[src/rtl/nn_stream_pkg.sv]
// Shared types and defaults for the word-serial result stream (nn_axis_result_tx and helpers).
package nn_stream_pkg;

    localparam int unsigned DATA_WIDTH_DEF = 16;
    localparam int unsigned NUM_WORDS_DEF  = 10;
    localparam int unsigned CNT_WIDTH_DEF  = 16;

    typedef enum logic {
        IDLE = 1'b0,
        SEND = 1'b1
    } tx_state_t;

    typedef logic [CNT_WIDTH_DEF-1:0] drop_cnt_t;

    // Counter width able to index n words; never narrower than one bit.
    function automatic int unsigned cnt_bits(input int unsigned n);
        return (n > 1) ? $clog2(n) : 1;
    endfunction

endpackage

[src/rtl/nn_vec_shiftreg.sv]
// Vector register with parallel load and word-wise right shift; word 0 sits in the low bits.
module nn_vec_shiftreg
    import nn_stream_pkg::*;
#(
    parameter int unsigned DATA_WIDTH = DATA_WIDTH_DEF,
    parameter int unsigned NUM_WORDS  = NUM_WORDS_DEF
) (
    input  logic                            clk,
    input  logic                            rst,
    input  logic                            load_i,
    input  logic                            shift_i,
    input  logic [NUM_WORDS*DATA_WIDTH-1:0] load_data_i,
    output logic [NUM_WORDS*DATA_WIDTH-1:0] vec_o
);

    logic [NUM_WORDS*DATA_WIDTH-1:0] vec_q;

    // Load wins over shift so a back-to-back vector starts cleanly at word 0.
    always_ff @(posedge clk) begin
        if (rst) begin
            vec_q <= '0;
        end else if (load_i) begin
            vec_q <= load_data_i;
        end else if (shift_i) begin
            vec_q <= vec_q >> DATA_WIDTH;
        end
    end

    assign vec_o = vec_q;

endmodule

[src/rtl/nn_axis_result_tx.sv]
// AXI-Stream master serialising the final-layer output vector, neuron 0 first.
// Define NN_AXIS_TX_DOUBLE_BUF_EN to add one pending vector buffer accepted while sending.
module nn_axis_result_tx
    import nn_stream_pkg::*;
#(
    parameter int unsigned DATA_WIDTH = DATA_WIDTH_DEF,
    parameter int unsigned NUM_WORDS  = NUM_WORDS_DEF,
    parameter int unsigned CNT_WIDTH  = $bits(drop_cnt_t)
) (
    input  logic                            clk,
    input  logic                            rst,
    input  logic                            in_valid,
    input  logic [NUM_WORDS*DATA_WIDTH-1:0] in_data,
    output logic [DATA_WIDTH-1:0]           m_axis_tdata,
    output logic                            m_axis_tvalid,
    input  logic                            m_axis_tready,
    output logic                            m_axis_tlast,
    output logic                            busy,
    output logic                            tx_done,
    output logic [CNT_WIDTH-1:0]            drop_count
);

    localparam int unsigned VW       = NUM_WORDS * DATA_WIDTH;
    localparam int unsigned WCW      = cnt_bits(NUM_WORDS);
    localparam logic [WCW-1:0] LAST_IDX = WCW'(NUM_WORDS - 1);

    tx_state_t            state_q;
    logic [WCW-1:0]       word_cnt_q;
    logic                 tvalid_q;
    logic                 tlast_q;
    logic                 tx_done_q;
    logic [CNT_WIDTH-1:0] drop_q;

    logic                 beat;
    logic                 last_beat;
    logic                 sh_load;
    logic                 sh_shift;
    logic [VW-1:0]        sh_data;
    logic [VW-1:0]        sh_vec;
    logic                 drop;

`ifdef NN_AXIS_TX_DOUBLE_BUF_EN
    logic                 pend_valid_q;
    logic                 pend_load;
    logic                 pend_take;
    logic [VW-1:0]        pend_vec;

    nn_vec_shiftreg #(
        .DATA_WIDTH (DATA_WIDTH),
        .NUM_WORDS  (NUM_WORDS)
    ) u_pend (
        .clk         (clk),
        .rst         (rst),
        .load_i      (pend_load),
        .shift_i     (1'b0),
        .load_data_i (in_data),
        .vec_o       (pend_vec)
    );
`endif

    nn_vec_shiftreg #(
        .DATA_WIDTH (DATA_WIDTH),
        .NUM_WORDS  (NUM_WORDS)
    ) u_shift (
        .clk         (clk),
        .rst         (rst),
        .load_i      (sh_load),
        .shift_i     (sh_shift),
        .load_data_i (sh_data),
        .vec_o       (sh_vec)
    );

    // Vector sourcing: the pending buffer outranks a fresh in_valid at the last beat.
    always_comb begin
        beat      = tvalid_q & m_axis_tready;
        last_beat = beat & tlast_q;
        sh_load   = 1'b0;
        sh_shift  = 1'b0;
        sh_data   = in_data;
        drop      = 1'b0;
`ifdef NN_AXIS_TX_DOUBLE_BUF_EN
        pend_load = 1'b0;
        pend_take = 1'b0;
`endif
        if (state_q == IDLE) begin
            sh_load = in_valid;
        end else if (last_beat) begin
`ifdef NN_AXIS_TX_DOUBLE_BUF_EN
            if (pend_valid_q) begin
                sh_load   = 1'b1;
                sh_data   = pend_vec;
                pend_take = 1'b1;
                pend_load = in_valid;
            end else begin
                sh_load   = in_valid;
            end
`else
            sh_load = in_valid;
`endif
        end else begin
            sh_shift = beat;
`ifdef NN_AXIS_TX_DOUBLE_BUF_EN
            if (in_valid) begin
                if (pend_valid_q) begin
                    drop = 1'b1;
                end else begin
                    pend_load = 1'b1;
                end
            end
`else
            drop = in_valid;
`endif
        end
    end

    always_ff @(posedge clk) begin
        if (rst) begin
            state_q      <= IDLE;
            word_cnt_q   <= '0;
            tvalid_q     <= 1'b0;
            tlast_q      <= 1'b0;
            tx_done_q    <= 1'b0;
            drop_q       <= '0;
`ifdef NN_AXIS_TX_DOUBLE_BUF_EN
            pend_valid_q <= 1'b0;
`endif
        end else begin
            tx_done_q <= last_beat;
            if (drop && (drop_q != {CNT_WIDTH{1'b1}})) begin
                drop_q <= drop_q + CNT_WIDTH'(1);
            end
`ifdef NN_AXIS_TX_DOUBLE_BUF_EN
            if (pend_load) begin
                pend_valid_q <= 1'b1;
            end else if (pend_take) begin
                pend_valid_q <= 1'b0;
            end
`endif
            // tlast is precomputed for the word that will be presented next cycle.
            if (sh_load) begin
                state_q    <= SEND;
                tvalid_q   <= 1'b1;
                word_cnt_q <= '0;
                tlast_q    <= (NUM_WORDS == 1);
            end else if (last_beat) begin
                state_q    <= IDLE;
                tvalid_q   <= 1'b0;
                tlast_q    <= 1'b0;
                word_cnt_q <= '0;
            end else if (beat) begin
                word_cnt_q <= word_cnt_q + WCW'(1);
                tlast_q    <= ((word_cnt_q + WCW'(1)) == LAST_IDX);
            end
        end
    end

    assign m_axis_tdata  = sh_vec[DATA_WIDTH-1:0];
    assign m_axis_tvalid = tvalid_q;
    assign m_axis_tlast  = tlast_q;
    assign busy          = (state_q == SEND);
    assign tx_done       = tx_done_q;
    assign drop_count    = drop_q;

endmodule
[config.mk]
export PLATFORM = sky130hd
export DESIGN_NAME = nn_axis_result_tx
export DESIGN_NICKNAME = d
export VERILOG_FILES = /design/src/rtl/nn_stream_pkg.sv /design/src/rtl/nn_vec_shiftreg.sv /design/src/rtl/nn_axis_result_tx.sv
export SDC_FILE = /design/constraint.sdc
export NUM_CORES = 1
export LEC_CHECK = 0
export CORE_MARGIN = 8
export CORE_UTILIZATION = 49
export CTS_CLUSTER_DIAMETER = 100
export DETAILED_ROUTE_END_ITERATION = 8
export HOLD_SLACK_MARGIN = 0.1
export PLACE_DENSITY = 0.87
export SLEW_MARGIN = 20
export SYNTH_ARGS = -nofsm -noshare
export SYNTH_HDL_FRONTEND = slang
export SYNTH_SLANG_ARGS = --single-unit
[constraint.sdc]
create_clock -name clk -period 2.1 [get_ports clk]
set_input_delay 0.315 -clock clk [delete_from_list [all_inputs] [get_ports clk]]
set_output_delay 0.315 -clock clk [all_outputs]
set_load 0.02 [all_outputs]
**Word level (Yosys, flattened, before mapping)**

Index checks and enable logic that the tools add are counted.
Widths: inputs -> output; s select.

- Flip-flop bits (word level): 183
- Input port bits: 164
- Output and inout port bits: 36

- $add $sub $neg: 2
- Equal/unequal tests: 2
- Muxes and demuxes: 10
- Bitwise operators: 2
- Reduce and logical (&&, ||, !) cells: 4

Operators with widths:

| kind | count |
|---|---|
| $mux 160 | 2 |
| $add 16x1->16 const B | 1 |
| $ne 16x16->1 const B | 1 |
| $mux 1 | 8 |
| $add 4x1->4 const B | 1 |
| $eq 4x4->1 const B | 1 |
| $reduce_bool 2->1 | 2 |
| $reduce_or 3->1 | 1 |
| $and 1x1->1 | 2 |
| $logic_and 1x1->1 | 1 |

**Depth between registers and ports, before layout**

- Depth after elaboration: 6
- Gate-level depth with buffers: 7

**Hierarchy**

Synthesis repeated with hierarchy kept, for this count alone.

- Cell total of the unflattened synthesis: 842
- Area, all modules: 8712.1 µm²

Modules (own cells, without submodules):

| module | instances | cells each | area an instance (µm²) | sequential area each (µm²) |
|---|---|---|---|---|
| nn_vec_shiftreg | 1 | 711 | 7581.0 | 3203.1 |
| nn_axis_result_tx | 1 | 131 | 1131.1 | 460.4 |

**Worst setup path after synthesis**

No wires, ideal clock.

- Kind: flip-flop to flip-flop
- From: register drop_q[0] (netlist: drop_count[0])
- To: register drop_q[14] (netlist: drop_count[14])
- Library setup time: 0.070 ns
- Arrival time: 1.676 ns
- Data required time: 2.030 ns
- Setup slack: 0.354 ns
- Cell stages (with the launch flop): 6
- Buffers on the path: 0
- Path through: dfxtp_1 -> ha_1 -> and4_1 -> nand4_1 -> or4_1 -> a21oi_1

- Cells in the longest elaborated chain, start to end: 2
- Elaborated cells between the ends (all ways): 3
- Those cells by class: add/sub: 1; eq/ne: 1; reduce/logical: 1

Ends and longest elaborated chain:

| element | RTL line | source |
|---|---|---|
| start, declared | nn_axis_result_tx.sv:32 | `logic [CNT_WIDTH-1:0] drop_q;` |
| start signal, assigned | nn_axis_result_tx.sv:130 | `drop_q <= drop_q + CNT_WIDTH'(1);` |
| branches (longest 2 deep; another with $add 16x1->16) | -- |  |

Several ways; the timed one is not identified.
A chain may end at the register's enable or synchronous reset.

**Final worst setup path**

- From: register drop_q[8] (netlist: drop_count[8])
- To: output port drop_count[8]

RTL lines:

| element | RTL line | source |
|---|---|---|
| end, declared | nn_axis_result_tx.sv:20 | `output logic [CNT_WIDTH-1:0] drop_count` |

No word-level cell between the ends.

==> results.py <==
metrics = {
    "setup_path": {
        "reg2reg_from": "drop_count[8]",
        "rrSetupSlack_ns": 0.24,
        "arrival_ns": 1.57,
        "crit_buf_inv": 1,
        "r2r_cells": 4,
        "cpPeakStageDelay_ns": 0.67,
        "cpMaxStageDelayCell": "clkdlybuf4s50_1",
        "cp_max_fo": 7,
        "cp-start-kind": "flip-flop",
        "path_depth": 1,
        "crit-reg2reg-capture": "drop_count[15]",
        "cp_top_family": "buffers and inverters",
        "worstSetupPathType": "reg -> out",
        "crit_start": "drop_count[8]",
        "end_kind": "output port",
        "cp-endpoint": "drop_count[8]",
        "cp.required_ns": 1.78,
        "crit_chain": "clkdlybuf4s50_1",
    },
    "cells_and_area": {
        "seq_area_sq_mm": 0.00366,
        "nets": 1206,
        "fillers": 1192,
        "n_antenna_cell": 0,
        "drive_above_1_share": 0.0685,
        "area_growth_pct": 34.3,
        "multi_input_area_sq_mm": 0.00344,
    },
    "drt": {
        "drtIter0Drc": 585,
        "wl_per_cell_microns": 18.2,
        "via_count": 7229,
        "drc": 0,
        "viasPerCell": 5.83,
        "first_pass_iters": 7,
        "wirelength_mm": 22.6,
        "ant_nets": 0,
    },
    "pwr": {
        "ir_drop_mv": 0.566,
        "total_power_uw": 7860,
        "powerDensity_mw_per_mm2": 767,
        "p_leak_uw": 0.00348,
    },
    "sta": {
        "tightest_slew_ns": 0.592,
        "setup_viol": 0,
        "hold_ws_ns": 0.345,
        "slew_headroom": 0.605,
        "fin_skew_ns": 0.00757,
        "finalCritPeriodShare": 0.896,
        "fin_crit_ns": 1.88,
        "tns_ns": 0,
        "grt_setup_unrepaired": "false",
        "fmaxAchievable_ghz": 0.531,
        "finalHoldViolCount": 0,
        "maxSlewViolCount": 0,
        "fin_ws_ns": 0.218,
    },
    "synthesis": {
        "async_flop_share": 0,
        "ys_types": 43,
        "synth.avg_cell_area_sq_um": 8.56,
        "synth_ff_type": "dfxtp_1",
        "yosysSeqAreaShare": 0.480,
        "syn_inst": 892,
        "synth_nets": 1059,
        "synth-seq-cells": 183,
        "syn_area_sq_mm": 0.00763,
        "ys_warn_count": 0,
        "synth_edf_count": 0,
    },
    "die": {
        "num_io_pins": 200,
        "fp.dieW_microns": 141,
        "start_util": 0.502,
        "core-area_sq_mm": 0.0152,
        "row_count": 45,
        "die_h_microns": 141,
        "dieArea_sq_mm": 0.0198,
    },
    "clock_network": {
        "cts_hold_buf": 0,
        "clockRootBuffer": "clkbuf_16",
        "post_cts_buffers": 0,
        "tritoncts": "yes",
        "insertion_delay_ns": 0.42,
        "path_clk_slew_ns": 0.06,
        "cts.sinks": 183,
        "htree_levels": 4,
        "ctsLongestPathBuffers": 2,
        "numCtsBuffers": 17,
        "post_cts_resize_count": 0,
    },
    "global_route": {
        "grt_pass1_wl_mm": 35.7,
        "busiest_layer": "met2",
        "gr-usage-met1": 0.280,
        "use_met2": 0.353,
        "grt_max_degree": 83,
        "gr-total-overflow": 0,
        "antenna_found_initial": 1,
        "grtUsageMet3": 0.0658,
        "first_global_vias": 6916,
        "grt_use_total": 0.224,
    },
    "hold_path": {
        "hold_path.class": "in -> reg",
    },
    "placed_design": {
        "place.gp.congestion": 0.835,
        "io_buffers": 199,
        "post-place-ws_ns": -0.0473,
        "hpwlAfterDp_mm": 15.9,
    },
    "run": {
        "cap_violations": 0,
    },
    "run_status": {
        "outcome": "complete, no violations",
    },
}
## synthesized netlist by cell type (5+ instances only)
cell type  instances  area, sq um
buf_2             19         95.1
a22oi_1          128          961
nand3b_1          16          120
nand4_1            6         37.5
a21oi_1          160          801
nand2_1          172          646
clkbuf_1          40          150
o21ai_0           19         95.1
buf_1              5         18.8
nor2_1            20         75.1
dfxtp_1          183         3660
nor3_1             7         35.0
inv_1              7         26.3
a311oi_1          16          140
buf_4             33          248
o31ai_1            7         52.6
or4_1              6         45.0
## metrics by stage
| stage | cells | utilization | cell area (sq um) |
|---|---|---|---|
| global placement | 1208 | 0.639 | 9710 |
| CTS | 1239 | 0.674 | 10300 |
| floorplan | 892 | - | 7630 |
| global route | 1239 | 0.674 | 10300 |
| finish | 1239 | 0.674 | 10300 |
| detailed placement | 1208 | 0.639 | 9710 |
## cell families after synthesis
logic type               count (synthesis)  share of synthesized area
AO/OA/AOI/OAI                          340                      0.281
XOR/XNOR                                 2                    0.00230
multiplexers                             3                    0.00443
flip-flops                             183                      0.480
AND/OR/NAND/NOR                        256                      0.156
adder cells (fa/ha/maj)                  3                    0.00492
buffers and inverters                  105                     0.0720
## flip-flops by register name, summed over array words and instances (netlist names)
name / count
tx_done: 1
word_cnt_q: 4
drop_count: 16
u_shift.vec_o: 160
m_axis_tlast: 1
m_axis_tvalid: 1
## cells in the final DEF (no fill, tap or decap), types with 2 or more instances in the layout
cell             instances
and4_1                   3
inv_1                    7
buf_4                   15
or3_2                    2
nand3b_1                16
nor4_1                   3
nand3_1                  4
or3_1                    4
nand2_1                172
clkinv_4                 4
mux2_2                   3
o31ai_1                  7
nor2b_1                  3
o21ai_0                 19
clkbuf_16               17
clkdlybuf4s50_1        198
a21oi_1                160
or4_1                    6
a211oi_1                 4
xnor2_1                  2
dfxtp_1                183
nand4_1                  6
clkinv_2                 3
buf_12                  12
clkbuf_8                 3
ha_1                     3
a311oi_1                16
nor3_1                   7
nor2_1                  20
nor3b_1                  2
clkinvlp_4               2
a22oi_1                128
## report_power, final
| part | switching [uW] | internal, uW |
|---|---|---|
| Clock | 1340 | 1610 |
| Combinational | 541 | 588 |
| Sequential | 116 | 3670 |
## worst min-delay path by stage
| stage | start | to | cells past startpoint |
|---|---|---|---|
| after floorplan | u_shift.vec_o[100] | u_shift.vec_o[100] | 2 |
| after global placement | u_shift.vec_o[69] | u_shift.vec_o[69] | 2 |
| after CTS | rst | drop_count[14] | 2 |
| after global routing | rst | drop_count[11] | 2 |
| after detailed placement | u_shift.vec_o[113] | u_shift.vec_o[113] | 2 |
| final | rst | drop_count[11] | 2 |
## area by class of cell
class                      count  share of cell area
multi-input combinational    604               0.335
clock buffer                  21              0.0459
clock inverter                10             0.00720
timing repair buffer         226               0.229
sequential                   183               0.357
inverter                       7             0.00256
tap                          188              0.0229
## routing by layer
metal  part of all wire  up-vias
met2               0.47      281
met5            0.00044        -
met1               0.42     3406
met4              0.025        2
li1                   -     3501
met3              0.083       39
Power figures use the tool's default switching activity.
